==> config.mk <==
export PLATFORM = sky130hd
export DESIGN_NAME = alu_sequencer
export DESIGN_NICKNAME = d
export VERILOG_FILES = /design/src/rtl/alu_pkg.sv /design/src/rtl/alu_sequencer.sv
export SDC_FILE = /design/constraint.sdc
export NUM_CORES = 1
export LEC_CHECK = 0
export CORE_UTILIZATION = 43
export CTS_BUF_LIST = sky130_fd_sc_hd__clkbuf_16
export DETAILED_ROUTE_END_ITERATION = 8
export GPL_ROUTABILITY_DRIVEN = 0
export HOLD_SLACK_MARGIN = 0.03
export PLACE_DENSITY = 0.79
export RECOVER_POWER = 25
export SLEW_MARGIN = 10
export SYNTH_ARGS = -nofsm -noshare
export SYNTH_HDL_FRONTEND = slang
export SYNTH_SLANG_ARGS = --single-unit
==> constraint.sdc <==
create_clock -name clk -period 2.1 [get_ports clk]
set_clock_uncertainty 0.1 [all_clocks]
set_input_delay 0.42 -clock clk [delete_from_list [all_inputs] [get_ports clk]]
set_output_delay 0.42 -clock clk [all_outputs]
set_load 0.005 [all_outputs]
==> src/rtl/alu_pkg.sv <==
// rtl/alu_pkg.sv - shared ALU command constants, sequencer state type and command legality helper
package alu_pkg;

    localparam logic [3:0] CMD_AND  = 4'd0;
    localparam logic [3:0] CMD_OR   = 4'd1;
    localparam logic [3:0] CMD_XOR  = 4'd2;
    localparam logic [3:0] CMD_NOT  = 4'd3;
    localparam logic [3:0] CMD_UADD = 4'd4;
    localparam logic [3:0] CMD_SADD = 4'd5;

    localparam int unsigned NUM_ALU_CMDS = 6;

    typedef enum logic [1:0] {
        IDLE  = 2'd0,
        ISSUE = 2'd1,
        RESP  = 2'd2
    } state_e;

    // Commands are numbered densely from zero, so legality is a single bound check.
    function automatic logic cmd_is_legal(input logic [3:0] cmd, input int unsigned num_cmds);
        return (32'(cmd) < num_cmds);
    endfunction

endpackage

==> src/rtl/alu_sequencer.sv <==
// rtl/alu_sequencer.sv - request/response sequencer that issues one op at a time to a combinational alu
//
// Purpose: accepts tagged op requests, drives one ALU issue cycle, captures the
//   result and returns a tagged response. Illegal commands (>= NUM_CMDS) are
//   answered with an error response and never reach the alu.
// Ports:
//   clk, rst_n                        clock, synchronous active-low reset
//   req_valid/req_ready               request handshake
//   req_cmd/req_a/req_b/req_tag       request payload
//   alu_enable/alu_command/alu_a/b    drive to the alu
//   alu_result/alu_overflow           sampled from the alu at the end of the issue cycle
//   resp_valid/resp_ready             response handshake
//   resp_result/overflow/error/tag    response payload, stable while resp_valid
//   op_count                          completed response handshakes, wraps
//   err_count                         error response handshakes, saturates
module alu_sequencer
    import alu_pkg::*;
#(
    parameter int SIZE     = 8,
    parameter int TAG_W    = 4,
    parameter int NUM_CMDS = NUM_ALU_CMDS,
    parameter int CNT_W    = 16
) (
    input  logic              clk,
    input  logic              rst_n,
    input  logic              req_valid,
    output logic              req_ready,
    input  logic [3:0]        req_cmd,
    input  logic [SIZE-1:0]   req_a,
    input  logic [SIZE-1:0]   req_b,
    input  logic [TAG_W-1:0]  req_tag,
    output logic              alu_enable,
    output logic [3:0]        alu_command,
    output logic [SIZE-1:0]   alu_a,
    output logic [SIZE-1:0]   alu_b,
    input  logic              alu_overflow,
    input  logic [2*SIZE-1:0] alu_result,
    output logic              resp_valid,
    input  logic              resp_ready,
    output logic [2*SIZE-1:0] resp_result,
    output logic              resp_overflow,
    output logic              resp_error,
    output logic [TAG_W-1:0]  resp_tag,
    output logic [CNT_W-1:0]  op_count,
    output logic [CNT_W-1:0]  err_count
);

    localparam int unsigned NUM_CMDS_U = NUM_CMDS;

    state_e              state_q,   state_d;
    logic [3:0]          cmd_q,     cmd_d;
    logic [SIZE-1:0]     a_q,       a_d;
    logic [SIZE-1:0]     b_q,       b_d;
    logic [TAG_W-1:0]    tag_q,     tag_d;
    logic [2*SIZE-1:0]   res_q,     res_d;
    logic                ovf_q,     ovf_d;
    logic                err_q,     err_d;
    logic [CNT_W-1:0]    op_cnt_q,  op_cnt_d;
    logic [CNT_W-1:0]    err_cnt_q, err_cnt_d;

    always_ff @(posedge clk) begin
        if (!rst_n) begin
            state_q   <= IDLE;
            cmd_q     <= '0;
            a_q       <= '0;
            b_q       <= '0;
            tag_q     <= '0;
            res_q     <= '0;
            ovf_q     <= 1'b0;
            err_q     <= 1'b0;
            op_cnt_q  <= '0;
            err_cnt_q <= '0;
        end else begin
            state_q   <= state_d;
            cmd_q     <= cmd_d;
            a_q       <= a_d;
            b_q       <= b_d;
            tag_q     <= tag_d;
            res_q     <= res_d;
            ovf_q     <= ovf_d;
            err_q     <= err_d;
            op_cnt_q  <= op_cnt_d;
            err_cnt_q <= err_cnt_d;
        end
    end

    always_comb begin
        state_d    = state_q;
        cmd_d      = cmd_q;
        a_d        = a_q;
        b_d        = b_q;
        tag_d      = tag_q;
        res_d      = res_q;
        ovf_d      = ovf_q;
        err_d      = err_q;
        op_cnt_d   = op_cnt_q;
        err_cnt_d  = err_cnt_q;
        req_ready  = 1'b0;
        alu_enable = 1'b0;
        resp_valid = 1'b0;

        case (state_q)
            IDLE: begin
                req_ready = 1'b1;
                if (req_valid) begin
                    cmd_d = req_cmd;
                    a_d   = req_a;
                    b_d   = req_b;
                    tag_d = req_tag;
                    if (cmd_is_legal(req_cmd, NUM_CMDS_U)) begin
                        state_d = ISSUE;
                    end else begin
                        // Rejected locally: the response is fully formed now, so skip the issue cycle.
                        res_d   = '0;
                        ovf_d   = 1'b0;
                        err_d   = 1'b1;
                        state_d = RESP;
                    end
                end
            end
            ISSUE: begin
                alu_enable = 1'b1;
                res_d      = alu_result;
                ovf_d      = alu_overflow;
                err_d      = 1'b0;
                state_d    = RESP;
            end
            RESP: begin
                resp_valid = 1'b1;
                if (resp_ready) begin
                    state_d  = IDLE;
                    op_cnt_d = op_cnt_q + CNT_W'(1);
                    if (err_q && (err_cnt_q != {CNT_W{1'b1}})) begin
                        err_cnt_d = err_cnt_q + CNT_W'(1);
                    end
                end
            end
            default: begin
                state_d = IDLE;
            end
        endcase
    end

    assign alu_command   = cmd_q;
    assign alu_a         = a_q;
    assign alu_b         = b_q;
    assign resp_result   = res_q;
    assign resp_overflow = ovf_q;
    assign resp_error    = err_q;
    assign resp_tag      = tag_q;
    assign op_count      = op_cnt_q;
    assign err_count     = err_cnt_q;

endmodule

# After elaboration in Yosys (flattened, before gate mapping)
# Cells that the tools add are included.
[op_classes]
reduce_logical = 8
eq_ne = 6
magnitude_cmp = 1
addsub = 2
n_mux = 16
[ops]
columns = ["op", "count"]
rows = [
  ["$add A16 B1 Y16 const B", 2],
  ["$mux W16", 2],
  ["$pmux W16 S2", 1],
  ["$ne A16 B16 Y1 const B", 1],
  ["$mux W1", 7],
  ["$mux W2", 3],
  ["$ne A2 B2 Y1 const B", 3],
  ["$pmux W2 S3", 1],
  ["$reduce_and A2 Y1", 3],
  ["$reduce_and A3 Y1", 2],
  ["$lt A4 B3 Y1 const B", 1],
  ["$pmux W1 S2", 2],
  ["$eq A2 B1 Y1 const B", 1],
  ["$eq A2 B2 Y1 const B", 1],
  ["$logic_not A2 Y1", 1],
  ["$reduce_bool A2 Y1", 1],
  ["$logic_and A1 B1 Y1", 1],
]
[word_totals]
word_cells = 43
reg_bits = 76
output_inout_bits = 77

# Longest topological paths before layout
[logic_depth]
ltp_word = 4
depth_mapped = 6
depth_no_buf = 5

# Worst setup path before layout
# No wires, ideal clock.
[synth_timing]
path_type = "register to register"
start = "register op_cnt_q[0], in the netlist op_count[0]"
end = "register op_cnt_q[10], in the netlist op_count[10]"
stages_incl_launch_ff = 7
t_arrival_ps = 1713
setup_slack_ps = 217
path_buffers = 1
path_cell_list = "dfxtp_1 -> ha_1 -> inv_1 -> or4_1 -> buf_2 -> or3_1 -> a21oi_1"
[synth_between]
elab_chain_cells = 1
[synth_rtl]
columns = ["item", "line", "text"]
rows = [
  ["from (decl)", "alu_sequencer.sv:58", "logic [CNT_W-1:0] op_cnt_q, op_cnt_d;"],
  ["from (signal assigned)", "alu_sequencer.sv:82", "op_cnt_q <= op_cnt_d;"],
  ["$add A16 B1 Y16", "alu_sequencer.sv:132", "op_cnt_d = op_cnt_q + CNT_W'(1);"],
]
# No other way between the ends.
# A chain may end at the register's enable or synchronous reset.

# Final worst setup path
[layout_timing]
start = "register state_q[1]"
end = "output port alu_enable"
[layout_between]
elab_chain_cells = 2
[layout_rtl]
columns = ["item", "line", "text"]
rows = [
  ["from (decl)", "alu_sequencer.sv:50", "state_e state_q, state_d;"],
  ["from (signal assigned)", "alu_sequencer.sv:74", "state_q <= state_d;"],
  ["$eq A2 B1 Y1", "alu_sequencer.sv:102", "case (state_q)"],
  ["$mux W1", "alu_sequencer.sv:102", ""],
  ["to (decl)", "alu_sequencer.sv:32", "output logic alu_enable,"],
]
# No other way between the ends.

==> results <==
-- kinds of logic (layout without fill, tap and decap cells) --
family	after synthesis	after routing	synth area share, %
AND/OR/NAND/NOR	167	167	25.9
adder cells (fa/ha/maj)	2	2	0.807
flip-flops	76	76	49.1
buffers and inverters	23	164	2.86
AO/OA/AOI/OAI	94	94	16.3
other	0	1	0
multiplexers	8	8	2.58
XOR/XNOR	9	9	2.54
-- state kept, by name, summed over array words and instances, names as in the netlist --
register / count
resp_overflow: 1
op_count: 16
state_q: 2
err_count: 16
alu_b: 8
resp_error: 1
resp_tag: 4
alu_a: 8
resp_result: 16
alu_command: 4
-- stage by stage --
step	area, um2	util (%)
after detailed placement	4540	66.1
after CTS	4860	70.8
after global routing	4860	70.7
final	4860	70.7
after global placement	4540	66.1
after floorplan	3100	-
-- synthesized netlist by cell type --
master / instances / area (um2)
nand2_1: 90 / 338
dfxtp_1: 76 / 1520
a21oi_1: 56 / 280
o21ai_0: 25 / 125
clkbuf_1: 17 / 63.8
nor2_1: 15 / 56.3
nand3_1: 9 / 45.0
mux2i_1: 8 / 80.1
nand4_1: 8 / 50.1
or4_1: 8 / 60.1
o31ai_1: 7 / 52.6
nand2b_1: 6 / 37.5
nor3_1: 5 / 25.0
or3_1: 5 / 31.3
xnor2_1: 5 / 43.8
nor4_1: 4 / 25.0
xor2_1: 4 / 35.0
and3_1: 3 / 18.8
inv_1: 3 / 11.3
o21a_1: 3 / 22.5
and2_1: 2 / 12.5
and4_1: 2 / 17.5
and4b_1: 2 / 20.0
buf_2: 2 / 10.0
ha_1: 2 / 25.0
nor2b_1: 2 / 12.5
or2_2: 2 / 12.5
a21o_1: 1 / 7.51
and2b_1: 1 / 7.51
and3b_1: 1 / 8.76
buf_1: 1 / 3.75
nand4b_2: 1 / 15.0
nor4b_1: 1 / 8.76
o311ai_0: 1 / 8.76
o41ai_1: 1 / 8.76
-- worst min-delay path, delay by kind of cell, from the launching register on --
family | cells | cell delay (ns)
DFF | 1 | 0.31
AOI/OAI and AO/OA | 1 | 0.05
and+or+nand+nor | 1 | 0.05
-- final cells by class --
cell class	count	area, um2
timing repair buffer	145	1390
antenna	1	2.50
clock inverter	7	91.3
clock buffer	9	225
inverter	3	11.3
tap	96	120
fill	553	2010
multi-input combinational	280	1500
sequential	76	1520
-- power breakdown --
| group | switching (mW) | internal [mW] | total (mW) |
|---|---|---|---|
| registers | 0.0265 | 1.49 | 1.51 |
| clock network | 0.603 | 1.03 | 1.64 |
| logic | 0.148 | 0.196 | 0.344 |
| total | 0.778 | 2.71 | 3.49 |
-- routing by layer --
metal / up-vias / global-route usage (%) / share of wire [%]
li1: 1592 / - / -
met1: 1507 / 27.4 / 43
met2: 115 / 37.1 / 45
met3: 13 / 10.0 / 9.5
met4: 0 / 8.79 / 1.7
met5: - / 0 / 0
-- repair_timing --
item / in CTS / in global routing
hold buffers: 0 / 0
setup endpoints to repair: 3 / 6
cloned: 1 / 0
pin swaps: 0 / 2
resized for setup: 4 / 5
-- cell usage in the layout (no fill, tap or decap), drive strengths merged, types with 2 or more instances in the layout --
master and instances:
dfxtp 76, dlygate4sd2 2, clkinv 2, buf 20, clkdlybuf4s50 117, mux2i 8, xnor2 5, dlymetal6s2s 2
inv 3, o31ai 7, and4 2, a21oi 56, nor3 5, nand4 8, nand3 9, ha 2
and2 2, nor2 15, nor2b 2, and3 3, nor4 4, o21a 3, nand2b 6, nand2 90
or3 5, or2 2, clkbuf 13, o21ai 25, or4 8, bufinv 2, clkinvlp 3, xor2 4
and4b 2
-- worst paths after layout --
check	slack (ns)	cells past startpoint	startpoint	end
hold / removal	0.35	2	alu_b[5]	alu_b[5]
setup / recovery	0.14	3	state_q[1]	alu_enable
hold reg to reg	0.35	2	alu_b[5]	alu_b[5]
setup reg to reg	0.21	5	op_count[1]	op_count[14]
==> flow_summary.yaml <==
timing:
  setup_tns_ns: 0
  period_minus_slack_ns: 1.96
  fin_ws_ns: 0.141
  grt_setup_unrepaired: "no"
  period_share_pct: 93.3
  worstMarginPinSlew_ns: 0.587
  fmax_mhz: 511
  hold_ws_ns: 0.352
  hold_viol_final: 0
  slew_headroom_pct: 60.8
  setup_viol: 0
  slew_viol_final: 0
global_route:
  antenna_found_initial: 1
  grt-ovfl-total: 0
  grt_usage_pct: 23.2
  grt_pass1_wl_um: 13700
  grt_pass1_vias: 3043
  grt_max_degree: 37
placed_design:
  dp.cells: 599
  numPortBuffers: 121
  hpwl_um: 5860
  dpl_worst_slack_ns: -0.276
floorplan:
  dieArea_um2: 7560
  die_y_um: 86.9
  rows: 30
  die-width_um: 86.9
  core_um2: 6870
  pin_count: 122
  start_util_pct: 45.2
synth:
  synth.ff_latch_count: 76
  synth_cell_types: 35
  netlist_area_um2: 3100
  postSynthAreaPerCell_um2: 8.18
  synth_nets: 426
  synthCells: 379
  synth_warnings: 0
  yosysSeqAreaShare_pct: 49.1
clocking:
  clock-sinks: 76
  clockBufferDepth: 2
  cts_tree: "done"
  clock_latency_ns: 0.33
  postCtsSetupRepairBufs: 0
  cts_made_buffers: 9
  path_clk_slew_ns: 0.06
  cts_root_buf: "clkbuf_16"
  h-tree-depth: 3
layout:
  area_growth_pct: 56.6
  drive_gt1_share_pct: 8.46
  finalNonFillerCells: 617
  nNetsFinal: 562
run_status:
  status: "finished, final reports clean"
worst_setup_path:
  required_ns: 1.58
  critPathMaxFanout: 12
  slowest_stage: "dfxtp_1"
  crit_buf_inv: 2
  end_kind: "output port"
  critical-path-top-delay-family: "buffers and inverters"
  crit_arrival_ns: 1.44
  startpoint_type: "flip-flop"
  max_stage_delay_ns: 0.45
  critPathKind: "reg -> out"
  worstPathCellList: "buf_6 > and2b_1 > dlygate4sd2_1"
detailed_routing:
  viasPerCell: 5.23
  post-route-drc-count: 0
  wirelength_um: 8490
  firstDrtPassIters: 4
  wl_per_cell_um: 13.8
  vias: 3227
  antenna_left: 0
  drtIter0Drc: 136
power:
  ir_worst_vdd_v: 0.000488
  powerDensity_nw_per_um2: 719
  power.leakage_nw: 1.74
  fin_total_pwr_mw: 3.49
run:
  maxCapViolCount: 0
min_path:
  hold_path.class: "reg -> reg"
Note: power is estimated with default switching activity, not from simulation.
